File: src/rtl/hazard_pkg.sv
// Shared types for the hazard/forwarding unit: forward-select encoding,
// controller states and the hard-wired zero register index.
package hazard_pkg;

    typedef enum logic [1:0] {
        FWD_REG    = 2'b00,
        FWD_MEM_WB = 2'b01,
        FWD_EX_MEM = 2'b10
    } fwd_sel_t;

    typedef enum logic [1:0] {
        RUN   = 2'b00,
        STALL = 2'b01,
        FLUSH = 2'b10
    } hz_state_t;

    localparam logic [4:0] REG_ZERO = 5'd0;

endpackage

File: src/rtl/hazard_fwd_sel.sv
// Per-operand forwarding priority comparator: EX/MEM result beats MEM/WB,
// writes to $0 never forward. Also flags an EX-stage producer hit for load-use.
module hazard_fwd_sel
    import hazard_pkg::*;
(
    input  logic       en,
    input  logic [4:0] src,
    input  logic [4:0] dest_ex,
    input  logic       wr_ex,
    input  logic [4:0] dest_mem,
    input  logic       wr_mem,
    output fwd_sel_t   sel,
    output logic       ex_hit
);

    logic mem_hit;

    always_comb begin
        ex_hit  = en && wr_ex && (dest_ex != REG_ZERO) && (dest_ex == src);
        mem_hit = en && wr_mem && (dest_mem != REG_ZERO) && (dest_mem == src);
        if (ex_hit) begin
            sel = FWD_EX_MEM;
        end else if (mem_hit) begin
            sel = FWD_MEM_WB;
        end else begin
            sel = FWD_REG;
        end
    end

endmodule

File: src/rtl/hazard_forward_unit.sv
// Hazard detection and registered forward-select generation for the EX stage.
// Define HAZARD_STATS_EN to build the saturating stall/flush/forward counters.
module hazard_forward_unit
    import hazard_pkg::*;
#(
    parameter int FLUSH_CYCLES = 1,
    parameter int CNT_W        = 32
) (
    input  logic             clock,
    input  logic             reset,
    input  logic             ip_valid_ID,
    input  logic [4:0]       ip_rs_ID,
    input  logic [4:0]       ip_rt_ID,
    input  logic             ip_uses_rt_ID,
    input  logic [4:0]       ip_dest_reg_EX,
    input  logic             ip_RegWrite_EX,
    input  logic             ip_read_en_EX,
    input  logic [4:0]       ip_dest_reg_MEM,
    input  logic             ip_RegWrite_MEM,
    input  logic             ip_branch_MEM,
    input  logic             ip_zero_MEM,
    output logic [1:0]       op_FA,
    output logic [1:0]       op_FB,
    output logic             op_stall,
    output logic             op_bubble,
    output logic             op_flush,
    output logic [CNT_W-1:0] op_stall_count,
    output logic [CNT_W-1:0] op_flush_count,
    output logic [CNT_W-1:0] op_fwd_count
);

    // Counter holds remaining FLUSH cycles minus one, so 2 bits cover 1..3.
    localparam logic [1:0] FLUSH_LOAD = 2'(FLUSH_CYCLES - 1);

    hz_state_t  state_reg, state_next;
    logic [1:0] flush_cnt_reg, flush_cnt_next;
    fwd_sel_t   fa_reg, fa_next, fb_reg, fb_next;
    fwd_sel_t   sel_a, sel_b;
    logic       hit_a, hit_b;
    logic       branch_taken, load_use, flush_now, load_fwd;

    hazard_fwd_sel u_sel_rs (
        .en       (1'b1),
        .src      (ip_rs_ID),
        .dest_ex  (ip_dest_reg_EX),
        .wr_ex    (ip_RegWrite_EX),
        .dest_mem (ip_dest_reg_MEM),
        .wr_mem   (ip_RegWrite_MEM),
        .sel      (sel_a),
        .ex_hit   (hit_a)
    );

    hazard_fwd_sel u_sel_rt (
        .en       (ip_uses_rt_ID),
        .src      (ip_rt_ID),
        .dest_ex  (ip_dest_reg_EX),
        .wr_ex    (ip_RegWrite_EX),
        .dest_mem (ip_dest_reg_MEM),
        .wr_mem   (ip_RegWrite_MEM),
        .sel      (sel_b),
        .ex_hit   (hit_b)
    );

    always_comb begin
        branch_taken   = ip_branch_MEM && ip_zero_MEM;
        // A taken branch squashes the load-use victim, so flush wins over stall.
        load_use       = ip_valid_ID && ip_read_en_EX && (hit_a || hit_b)
                         && (state_reg == RUN) && !branch_taken;
        flush_now      = branch_taken || (state_reg == FLUSH);
        load_fwd       = ip_valid_ID && !load_use && !flush_now;
        fa_next        = load_fwd ? sel_a : FWD_REG;
        fb_next        = load_fwd ? sel_b : FWD_REG;

        state_next     = state_reg;
        flush_cnt_next = flush_cnt_reg;
        if (branch_taken) begin
            state_next     = FLUSH;
            flush_cnt_next = FLUSH_LOAD;
        end else begin
            case (state_reg)
                RUN:     if (load_use) state_next = STALL;
                STALL:   state_next = RUN;
                FLUSH: begin
                    if (flush_cnt_reg == '0) state_next = RUN;
                    else flush_cnt_next = flush_cnt_reg - 2'd1;
                end
                default: state_next = RUN;
            endcase
        end
    end

    always_ff @(posedge clock or posedge reset) begin
        if (reset) begin
            state_reg     <= RUN;
            flush_cnt_reg <= '0;
            fa_reg        <= FWD_REG;
            fb_reg        <= FWD_REG;
        end else begin
            state_reg     <= state_next;
            flush_cnt_reg <= flush_cnt_next;
            fa_reg        <= fa_next;
            fb_reg        <= fb_next;
        end
    end

    // Reset masks the combinational controls so a pending stall/flush drops at once.
    assign op_FA     = fa_reg;
    assign op_FB     = fb_reg;
    assign op_stall  = load_use && !reset;
    assign op_bubble = load_use && !reset;
    assign op_flush  = flush_now && !reset;

`ifdef HAZARD_STATS_EN
    logic [CNT_W-1:0] stall_cnt_reg, flush_cnt_stat_reg, fwd_cnt_reg;

    always_ff @(posedge clock or posedge reset) begin
        if (reset) begin
            stall_cnt_reg      <= '0;
            flush_cnt_stat_reg <= '0;
            fwd_cnt_reg        <= '0;
        end else begin
            if (load_use && (stall_cnt_reg != '1))
                stall_cnt_reg <= stall_cnt_reg + CNT_W'(1);
            if (branch_taken && (flush_cnt_stat_reg != '1))
                flush_cnt_stat_reg <= flush_cnt_stat_reg + CNT_W'(1);
            if (((fa_next != FWD_REG) || (fb_next != FWD_REG)) && (fwd_cnt_reg != '1))
                fwd_cnt_reg <= fwd_cnt_reg + CNT_W'(1);
        end
    end

    assign op_stall_count = stall_cnt_reg;
    assign op_flush_count = flush_cnt_stat_reg;
    assign op_fwd_count   = fwd_cnt_reg;
`else
    assign op_stall_count = '0;
    assign op_flush_count = '0;
    assign op_fwd_count   = '0;
`endif

endmodule

File: config.mk
export PLATFORM = sky130hd
export DESIGN_NAME = hazard_forward_unit
export DESIGN_NICKNAME = d
export VERILOG_FILES = /design/src/rtl/hazard_pkg.sv /design/src/rtl/hazard_fwd_sel.sv /design/src/rtl/hazard_forward_unit.sv
export SDC_FILE = /design/constraint.sdc
export NUM_CORES = 1
export LEC_CHECK = 0
export BUFFER_PORTS_ARGS = -buffer_cell sky130_fd_sc_hd__buf_4
export CAP_MARGIN = 20
export CORE_ASPECT_RATIO = 1.75
export CORE_MARGIN = 2
export CORE_UTILIZATION = 40
export DETAILED_ROUTE_END_ITERATION = 12
export PLACE_DENSITY_LB_ADDON = 0.08
export SYNTH_ARGS = -nofsm -noshare
export SYNTH_HDL_FRONTEND = slang
export SYNTH_SLANG_ARGS = --single-unit
File: constraint.sdc
create_clock -name clock -period 5.25 [get_ports clock]
set_clock_uncertainty 0.2 [all_clocks]
set_input_delay 1.05 -clock clock [delete_from_list [all_inputs] [get_ports clock]]
set_output_delay 1.05 -clock clock [all_outputs]
set_load 0.005 [all_outputs]
==> impl_metrics.tcl, run 1 <==
set metrics [dict create \
    postSynthCellCount 164 \
    drt_drc_violations_left 0 \
    numPortBuffers 35 \
    routabilityCongestion 0.7455 \
    crit_fanout 5 \
    synth-seq-cells 8 \
    min_path_cells 2 \
    crit_type "primary input to output pin" \
    io_pins 132 \
    crit_chain "buf_4 > xor2_1 > nor4_1 > nand4b_2 > a211oi_2 > buf_4" \
    num_antenna_cells 0 \
    avgSynthCellArea_um2 8.217 \
    grt_pass1_wl_mm 3.070 \
    dieWidth_um 47.88 \
    clock_latency_ns 0.23 \
    r2r_slack_ns 3.74 \
    period_minus_slack_ns 3.600 \
    synth.area.top_cells "buf_4 54%, dfrtp_1 15%, xnor2_1 9.1%" \
    yosysUniqueCellTypes 24 \
    endpoint_kind "output pin" \
    power_density_nw_per_um2 188.8 \
    synth_enable_flop_cells 0 \
    via_count 884 \
    die_area_um2 3867 \
    drv_cap 0 \
    hpwlAfterDp_mm 2.182 \
    synth_ff_type "dfrtp_1" \
    final_util 0.4200 \
    status "completed" \
    worst_path_max_delay_cell "nor4_1" \
    finalPower_w 0.0002519 \
    clockBufferDepth 2 \
    synth_area_um2 1348 \
    cts_setup_buffers 0 \
    setup_viol 0 \
    clock-sinks 8 \
    worstHoldEndpoint "flush_cnt_reg[0]$_DFFE_PP0P_" \
    reg2reg_to "op_FA[0]$_DFF_PP0_" \
    preCtsSetupSlack_ns 1.659 \
    path_delay_family "simple AND/OR/NAND/NOR gates" \
    drt_iter0_drc 7 \
    synth.most_common_cell "buf_4" \
    synth_xor_area_frac 0.1365 \
    cts_max_level 1 \
    slew_viol_final 0 \
    syn_to_final_growth_pct -1.021 \
    synth_common_cells "97 x buf_4, 14 x xnor2_1, 8 x dfrtp_1, 7 x nor2_1, 7 x xor2_1" \
    numCtsBuffers 3 \
    cts.clk_slew.worst_paths_ns 0.04 \
    die-height_um 80.78 \
    leakage_nw 0.7656 \
    start_kind "primary input" \
    first_pass_iters 3 \
    synth.largest_area_cell "buf_4" \
    synth_top_area_frac 0.5404 \
    holdCritStartpoint "flush_cnt_reg[0]$_DFFE_PP0P_" \
    cts_resized 0 \
    r2r_cells 4 \
    clock.fmax_mhz 277.8 \
    r2r-start "state_reg[1]$_DFFE_PP0P_" \
    cpMostUsedCell "buf_4" \
    clock-root-buffer "clkbuf_8" \
    async_flop_share 1.000 \
    fp-row-count 27 \
    cp_slowest_stage_delay_ns 0.35 \
    wl_mm 2.385 \
    critPathArrivalTime_ns 2.35 \
    final_antenna_net_count 0 \
    vias_per_cell 3.638 \
    synth_top_family_by_area "buffers and inverters" \
    antenna_found_initial 0 \
    crit_buf_inv 2 \
    yosys_warnings 0 \
    start_util 0.4243 \
    holdBufCountCts 0 \
    cp.required_ns 4.00 \
    ir_drop_v 0.0001010 \
    synth-compound-area-share 0.06128 \
    finalNetCount 232 \
    grt.total_usage 0.1121 \
    fin_setup_tns_ns 0 \
    post_drt_wl_per_cell_um 9.815 \
    finalCritPeriodShare 0.6857 \
    rsz0062_at_grt "false" \
    synth.area.mux_share 0 \
    cts_tree "built" \
    synth_fa_ha_area_frac 0.009285 \
    timing.final.hold_violations 0 \
    grt_max_degree 9 \
    fin_ws_ns 1.650 \
    ys_seq_area_frac 0.1486 \
    design.core.area_um2 3176 \
    drive_above_1_share 0.2050 \
    synthSimpleGateAreaFrac 0.09285 \
    grt_pass1_vias 711 \
    hold_path.class "register to register" \
    grt_overflow_total 0 \
]
[layout by cell type, fill, tap and decap left out]
cell | netlist | layout
nor3_1 | 1 | 1
nand4_1 | 2 | 2
a211oi_2 | 1 | 1
dfrtp_1 | 8 | 8
o211a_1 | 2 | 2
conb_1 | 1 | 96
nand3_1 | 2 | 2
a21oi_1 | 3 | 3
o2111ai_1 | 1 | 1
clkbuf_8 | 0 | 3
a21boi_0 | 1 | 1
a221oi_1 | 1 | 1
ha_1 | 1 | 1
o21ai_0 | 2 | 2
xnor2_1 | 14 | 14
inv_1 | 3 | 3
xor2_1 | 7 | 7
nand4b_2 | 1 | 1
nor2_1 | 7 | 7
or4_1 | 2 | 2
nand2_1 | 3 | 3
nand2b_1 | 1 | 1
or4_4 | 1 | 1
nor4_1 | 2 | 2
buf_4 | 97 | 35
[stage by stage]
stage,instance area (um^2),cells,hold WS (ns)
detailed placement,1292,240,0.3541
floorplan,1704,259,0.3219
global route,1334,243,0.3975
finish,1334,243,0.3557
CTS,1334,243,0.3649
global placement,1292,240,0.3380
[cell families after synthesis]
logic type      after synthesis
buf+inv                     100
simple gates                 22
xor+xnor                     21
compound gates               11
flops                         8
fa+ha+maj                     1
other cells                   1
[how the worst max path moves through the flow]
stage,startpoint,to,slack [ns],cells past startpoint
after floorplan,ip_rt_ID[4],op_stall,1.87,5
after global placement,ip_rt_ID[4],op_bubble,1.68,6
after detailed placement,ip_rt_ID[4],op_bubble,1.66,6
after CTS,ip_rt_ID[4],op_bubble,1.64,6
after global routing,ip_rt_ID[4],op_bubble,1.57,6
final,ip_rt_ID[4],op_bubble,1.65,6
[routing by layer]
| layer | vias to the layer above | share of wire | track usage |
|---|---|---|---|
| met4 | 0 | 0.031 | 0.07027 |
| met5 | - | 0 | 0 |
| met2 | 84 | 0.54 | 0.1960 |
| li1 | 407 | - | - |
| met3 | 7 | 0.13 | 0.02222 |
| met1 | 386 | 0.30 | 0.1116 |
[worst reg2reg max path, cell delays in order, from the launching register on]
cell and delay [ns]:
dfrtp_1 0.40, nand2b_1 0.15, o2111ai_1 0.15, nor4_1 0.35
o211a_1 0.20
[report_power, final]
group / switching [W] / total, W / internal (W)
clock network: 0.0000233 / 0.0000729 / 0.0000496
logic: 0.0000571 / 0.000100 / 0.0000431
registers: 0.00000660 / 0.0000788 / 0.0000722
[layout make-up]
type / instances / area [um^2]
sequential: 8 / 200.2
clock buffer: 3 / 41.29
multi-input combinational: 151 / 764.5
inverter: 3 / 11.26
tap: 43 / 53.80
fill: 374 / 1842
timing repair buffer: 35 / 262.8
No activity file was read; power rests on OpenSTA's default activity.
==> inputs of run 2 (changes only) <==
Settings changed: ABC_AREA set to 1, CORE_UTILIZATION 40 to 38.
Clock period 5.25 ns to 3.46 ns, I/O delays scaled along.
==> run 2 against run 1 <==
- clock power grew 45%
- design area is 6.9% higher
- total power increased by 35%
- count of clock-buffer cells in the layout unchanged
- die area is 11% higher
- critical endpoint unchanged
- largest cell class unchanged
==> impl_metrics.tcl, run 2 <==
set metrics [dict create \
    async_flop_share 1.000 \
    post_drt_wl_per_cell_um 8.273 \
    p_sw_w 0.0001123 \
    synth.largest_area_cell "buf_4" \
    synth-compound-area-share 0.03571 \
    p_int_w 0.0002284 \
    endpoint_kind "output pin" \
    r2r_cells 5 \
    synth_area_um2 1436 \
    power_density_nw_per_um2 238.9 \
    rsz0062_at_grt "false" \
    synth_top_area_frac 0.5070 \
    status "completed" \
    slew_viol_final 0 \
    seq_area_um2 200.2 \
    synth_common_cells "97 x buf_4, 25 x nand2_1, 18 x inv_1, 14 x nor2_1, 8 x dfrtp_1" \
    cts.clk_slew.worst_paths_ns 0.04 \
    first_pass_iters 4 \
    final_util 0.3931 \
    cts_setup_buffers 0 \
    seq_power_share 0.312 \
    drt_drc_violations_left 0 \
    reg2reg_to "flush_cnt_reg[1]$_DFFE_PP0P_" \
    grt_max_degree 9 \
    vias_per_cell 3.465 \
    num_antenna_cells 0 \
    die_area_um2 4307 \
    via_count 991 \
    grt.total_usage 0.1000 \
    yosysUniqueCellTypes 24 \
    fin_setup_tns_ns 0 \
    fin_ws_ns 0.8486 \
    cts_max_level 1 \
    die-height_um 85.33 \
    crit_type "primary input to output pin" \
    design.core.area_um2 3628 \
    finalPower_w 0.0003407 \
    synth_xor_area_frac 0.06098 \
    n_fill_cell 420 \
    drv_cap 0 \
    crit_fanout 3 \
    synth-seq-cells 8 \
    fp-row-count 29 \
    drive_above_1_share 0.2125 \
    mostFrequentLayoutCells "96 x conb_1, 35 x buf_4, 25 x nand2_1, 18 x inv_1, 14 x nor2_1" \
    routabilityCongestion 0.7853 \
    start_util 0.3959 \
    synth_enable_flop_cells 0 \
    finalNetCount 272 \
    io_pins 132 \
    synth.area.mux_share 0 \
    clock-root-buffer "clkbuf_8" \
    synth.most_common_cell "buf_4" \
    clock_latency_ns 0.22 \
    timing.final.hold_violations 0 \
    synth_ff_type "dfrtp_1" \
    start_kind "primary input" \
    cts_resized 0 \
    grt_overflow_total 0 \
    drt_iter0_drc 19 \
    critPathArrivalTime_ns 1.72 \
    wl_mm 2.366 \
    cp.required_ns 2.57 \
    grt_pass1_wl_mm 3.284 \
    ys_seq_area_frac 0.1394 \
    synth.area.top_cells "buf_4 51%, dfrtp_1 14%, nand2_1 6.5%" \
    p_comb_frac 0.378 \
    r2r_slack_ns 2.16 \
    multi_input_area_um2 782.0 \
    r2r-start "flush_cnt_reg[0]$_DFFE_PP0P_" \
    final_cells 286 \
    holdBufCountCts 0 \
    avgSynthCellArea_um2 7.041 \
    setup_viol 0 \
    preCtsSetupSlack_ns 0.8117 \
    finalCritPeriodShare 0.7547 \
    synth_fa_ha_area_frac 0.008711 \
    dieWidth_um 50.48 \
    numPortBuffers 35 \
    clkPwrFrac 0.310 \
    antenna_found_initial 0 \
    leakage_nw 0.9042 \
    ir_drop_v 0.0001077 \
    hpwlAfterDp_mm 2.248 \
    final_antenna_net_count 0 \
    yosys_warnings 0 \
    clock.fmax_mhz 382.9 \
    clock-sinks 8 \
    swShare 0.3296 \
    synth_top_family_by_area "buffers and inverters" \
    period_minus_slack_ns 2.611 \
    postSynthCellCount 204 \
    synthSimpleGateAreaFrac 0.1882 \
    place_inst 283 \
    syn_to_final_growth_pct -0.6968 \
    cts_tree "built" \
    final_common_cell "conb_1" \
    grt_pass1_vias 819 \
    numCtsBuffers 3 \
    clockBufferDepth 2 \
    hold_path.class "primary input to async pin" \
]
run 2: cell types whose count changed in the layout (fill, tap and decap cells not counted), sizes merged, moves of 3 or more:
cell,before,now
nor2,7,15
nand3,2,10
xnor2,14,3
or4,3,0
inv,3,22
nand2,3,26
run 2: final cells by class:
cell class                 instances  share of cell area
clock buffer                       3             0.02895
inverter                          22             0.05789
multi-input combinational        172              0.5482
sequential                         8              0.1404
tap                               46             0.04035
timing repair buffer              35              0.1842
run 2: stage by stage:
step,hold slack (ns),cell area [um^2]
2_1_floorplan,0.2599,1793
3_3_place_gp,0.2935,1385
6_report,0.2325,1426
4_1_cts,0.2361,1426
5_1_grt,0.2598,1426
3_5_place_dp,0.2935,1385
run 2: logic make-up (layout without fill, tap and decap cells):
logic type	count (synthesis)	in the layout
xor+xnor	10	10
simple gates	57	57
flops	8	8
other cells	1	96
fa+ha+maj	1	1
compound gates	8	8
buf+inv	119	60
run 2: worst max-delay path by stage:
stage	start	to	slack (ns)	depth (start not counted)
finish	ip_dest_reg_EX[1]	op_bubble	0.85	9
global route	ip_dest_reg_EX[4]	op_stall	0.72	11
CTS	ip_dest_reg_EX[1]	op_bubble	0.81	9
detailed placement	ip_dest_reg_EX[1]	op_bubble	0.81	9
global placement	ip_dest_reg_EX[1]	op_stall	0.83	9
floorplan	ip_dest_reg_EX[1]	op_stall	1.05	8
run 2: layer usage:
layer | routed length (um) | share of wire | track usage
met2 | 1410 | 0.60 | 0.2069
met4 | 48 | 0.020 | 0.05160
met1 | 671 | 0.28 | 0.08143
met3 | 236 | 0.10 | 0.02113
met5 | 0 | 0 | 0
run 2: power by group through the flow:
stage	combinational [W]	clock [W]	sequential, W
3_5_place_dp	0.000129	0	0.000108
4_1_cts	0.000129	0.000109	0.000106
5_1_grt	0.000150	0.000116	0.000107
3_3_place_gp	0.000129	0	0.000107
6_report	0.000129	0.000106	0.000106
2_1_floorplan	0.000158	0	0.000107
run 2: worst max-delay path, cell delays in order:
cell and delay (ns):
buf_4 0.12, inv_1 0.07, nor2_1 0.07, nor3_2 0.19
nand3_2 0.12, nand2_1 0.09, nand3_2 0.08, nor2_1 0.15
buf_4 0.13
==> inputs of run 3 (changes only) <==
Clock period 3.46 ns to 2.6 ns, I/O delays scaled along.
==> run 3 against run 2 <==
- critical path depth unchanged
- setup slack got worse by 0.52 ns
- utilization unchanged
- flip-flop and latch count unchanged
- count of clock-buffer cells in the layout unchanged
- wire length decreased by 0.30%
- die area unchanged
- critical endpoint unchanged
- largest cell class unchanged
==> impl_metrics.tcl, run 3 (same netlist as run 2, synthesis figures left out) <==
set metrics [dict create \
    final_common_cell "conb_1" \
    clock-sinks 8 \
    critPathArrivalTime_ns 1.55 \
    cts_resized 0 \
    drive_above_1_share 0.2125 \
    numPortBuffers 35 \
    hold_path.class "primary input to async pin" \
    crit_chain "buf_4 > inv_1 > nor2_1 > nor3_2 > nand3_2 > nand2_1 > nand3_2 > nor2_1 > buf_4" \
    power_density_nw_per_um2 317.9 \
    die_area_um2 4307 \
    period_minus_slack_ns 2.269 \
    cts_tree "built" \
    grt_max_degree 9 \
    crit_buf_inv 3 \
    holdBufCountCts 0 \
    design.core.area_um2 3628 \
    finalNetCount 272 \
    final_antenna_net_count 0 \
    routabilityCongestion 0.7854 \
    fin_setup_tns_ns 0 \
    grt_pass1_wl_mm 3.367 \
    crit_type "primary input to output pin" \
    first_pass_iters 3 \
    grt.total_usage 0.1025 \
    mostFrequentLayoutCells "96 x conb_1, 35 x buf_4, 25 x nand2_1, 18 x inv_1, 14 x nor2_1" \
    post_drt_wl_per_cell_um 8.248 \
    top_layer "met4" \
    syn_to_final_growth_pct -0.6968 \
    via_count 990 \
    die-height_um 85.33 \
    clock-root-buffer "clkbuf_8" \
    start_util 0.3959 \
    cp.required_ns 1.88 \
    worst_path_max_delay_cell "nor3_2" \
    cts.clk_slew.worst_paths_ns 0.04 \
    final_util 0.3931 \
    clock_latency_ns 0.22 \
    route.met3.wl_um 253 \
    cp_slowest_stage_delay_ns 0.19 \
    wl_mm 2.359 \
    status "completed" \
    preCtsSetupSlack_ns 0.3040 \
    n_fill_cell 419 \
    vias_per_cell 3.462 \
    leakage_nw 0.9042 \
    fin_ws_ns 0.3309 \
    start_kind "primary input" \
    grt_pass1_vias 851 \
    antenna_found_initial 0 \
    crit_fanout 3 \
    drt_iter0_drc 16 \
    io_pins 132 \
    dieWidth_um 50.48 \
    grt_overflow_total 0 \
    hpwlAfterDp_mm 2.256 \
    path_delay_family "simple AND/OR/NAND/NOR gates" \
    rsz0062_at_grt "false" \
    timing.final.hold_violations 0 \
    setup_viol 0 \
    drv_cap 0 \
    numCtsBuffers 3 \
    slew_viol_final 0 \
    num_antenna_cells 0 \
    cts_max_level 1 \
    cts_setup_buffers 0 \
    endpoint_kind "output pin" \
    fp-row-count 29 \
    clock.fmax_mhz 440.7 \
    finalCritPeriodShare 0.8727 \
    wl_met2_mm 1.392 \
    clockBufferDepth 2 \
    wl_met1_um 645 \
    drt_drc_violations_left 0 \
    ir_drop_v 0.0001522 \
]
-- run 3: final cells by class --
cell class / instances / area (um^2) / area share
flip-flops and latches: 8 / 200.2 / 0.1404
inverters: 22 / 82.58 / 0.05789
multi-input cells: 172 / 782.0 / 0.5482
clock buffers: 3 / 41.29 / 0.02895
well taps: 46 / 57.56 / 0.04035
repair buffers: 35 / 262.8 / 0.1842
-- run 3: power breakdown --
| part | internal [W] | switching [W] | leakage, nW |
|---|---|---|---|
| clock | 0.0000996 | 0.0000414 | 0.0216 |
| combinational | 0.0000675 | 0.000104 | 0.773 |
| sequential | 0.000137 | 0.00000426 | 0.109 |
| total | 0.000304 | 0.000150 | 0.904 |
-- run 3: worst register-to-register path, delay by kind of cell, from the launching register on --
family	cells	cell delay (ns)
and+or+nand+nor	2	0.32
AOI/OAI and AO/OA	1	0.07
adders and majority gates	1	0.18
buffers and inverters	1	0.05
DFF	1	0.35
-- run 3: layer usage --
metal / global-route usage / up-vias
met2: 0.2105 / 68
met5: 0 / -
met4: 0.05897 / 0
li1: - / 499
met3: 0.01761 / 6
met1: 0.08469 / 417
-- run 3: path summary, 6_finish.rpt --
check / startpoint / to / slack (ns) / cells after the start
worst max-delay path: ip_dest_reg_EX[1] / op_bubble / 0.33 / 9
worst min-delay path: reset / state_reg[1]$_DFFE_PP0P_ / 0.06 / 2
worst max register to register: flush_cnt_reg[0]$_DFFE_PP0P_ / flush_cnt_reg[1]$_DFFE_PP0P_ / 1.31 / 5
worst min register to register: flush_cnt_reg[0]$_DFFE_PP0P_ / flush_cnt_reg[0]$_DFFE_PP0P_ / 0.29 / 1
max in group asynchronous: reset / op_FA[1]$_DFF_PP0_ / 1.92 / 2
min in group clock: flush_cnt_reg[0]$_DFFE_PP0P_ / flush_cnt_reg[0]$_DFFE_PP0P_ / 0.29 / 1
-- run 3: stage by stage --
stage                     instances  instance area, um^2  hold slack (ns)  power (W)
after global routing            286                 1426          0.08828  0.0004964
after floorplan                 299                 1793           0.1357  0.0003529
after global placement          283                 1385           0.2932  0.0003145
final                           286                 1426          0.05789  0.0004534
after CTS                       286                 1426          0.06367  0.0004590
after detailed placement        283                 1385           0.2898  0.0003147
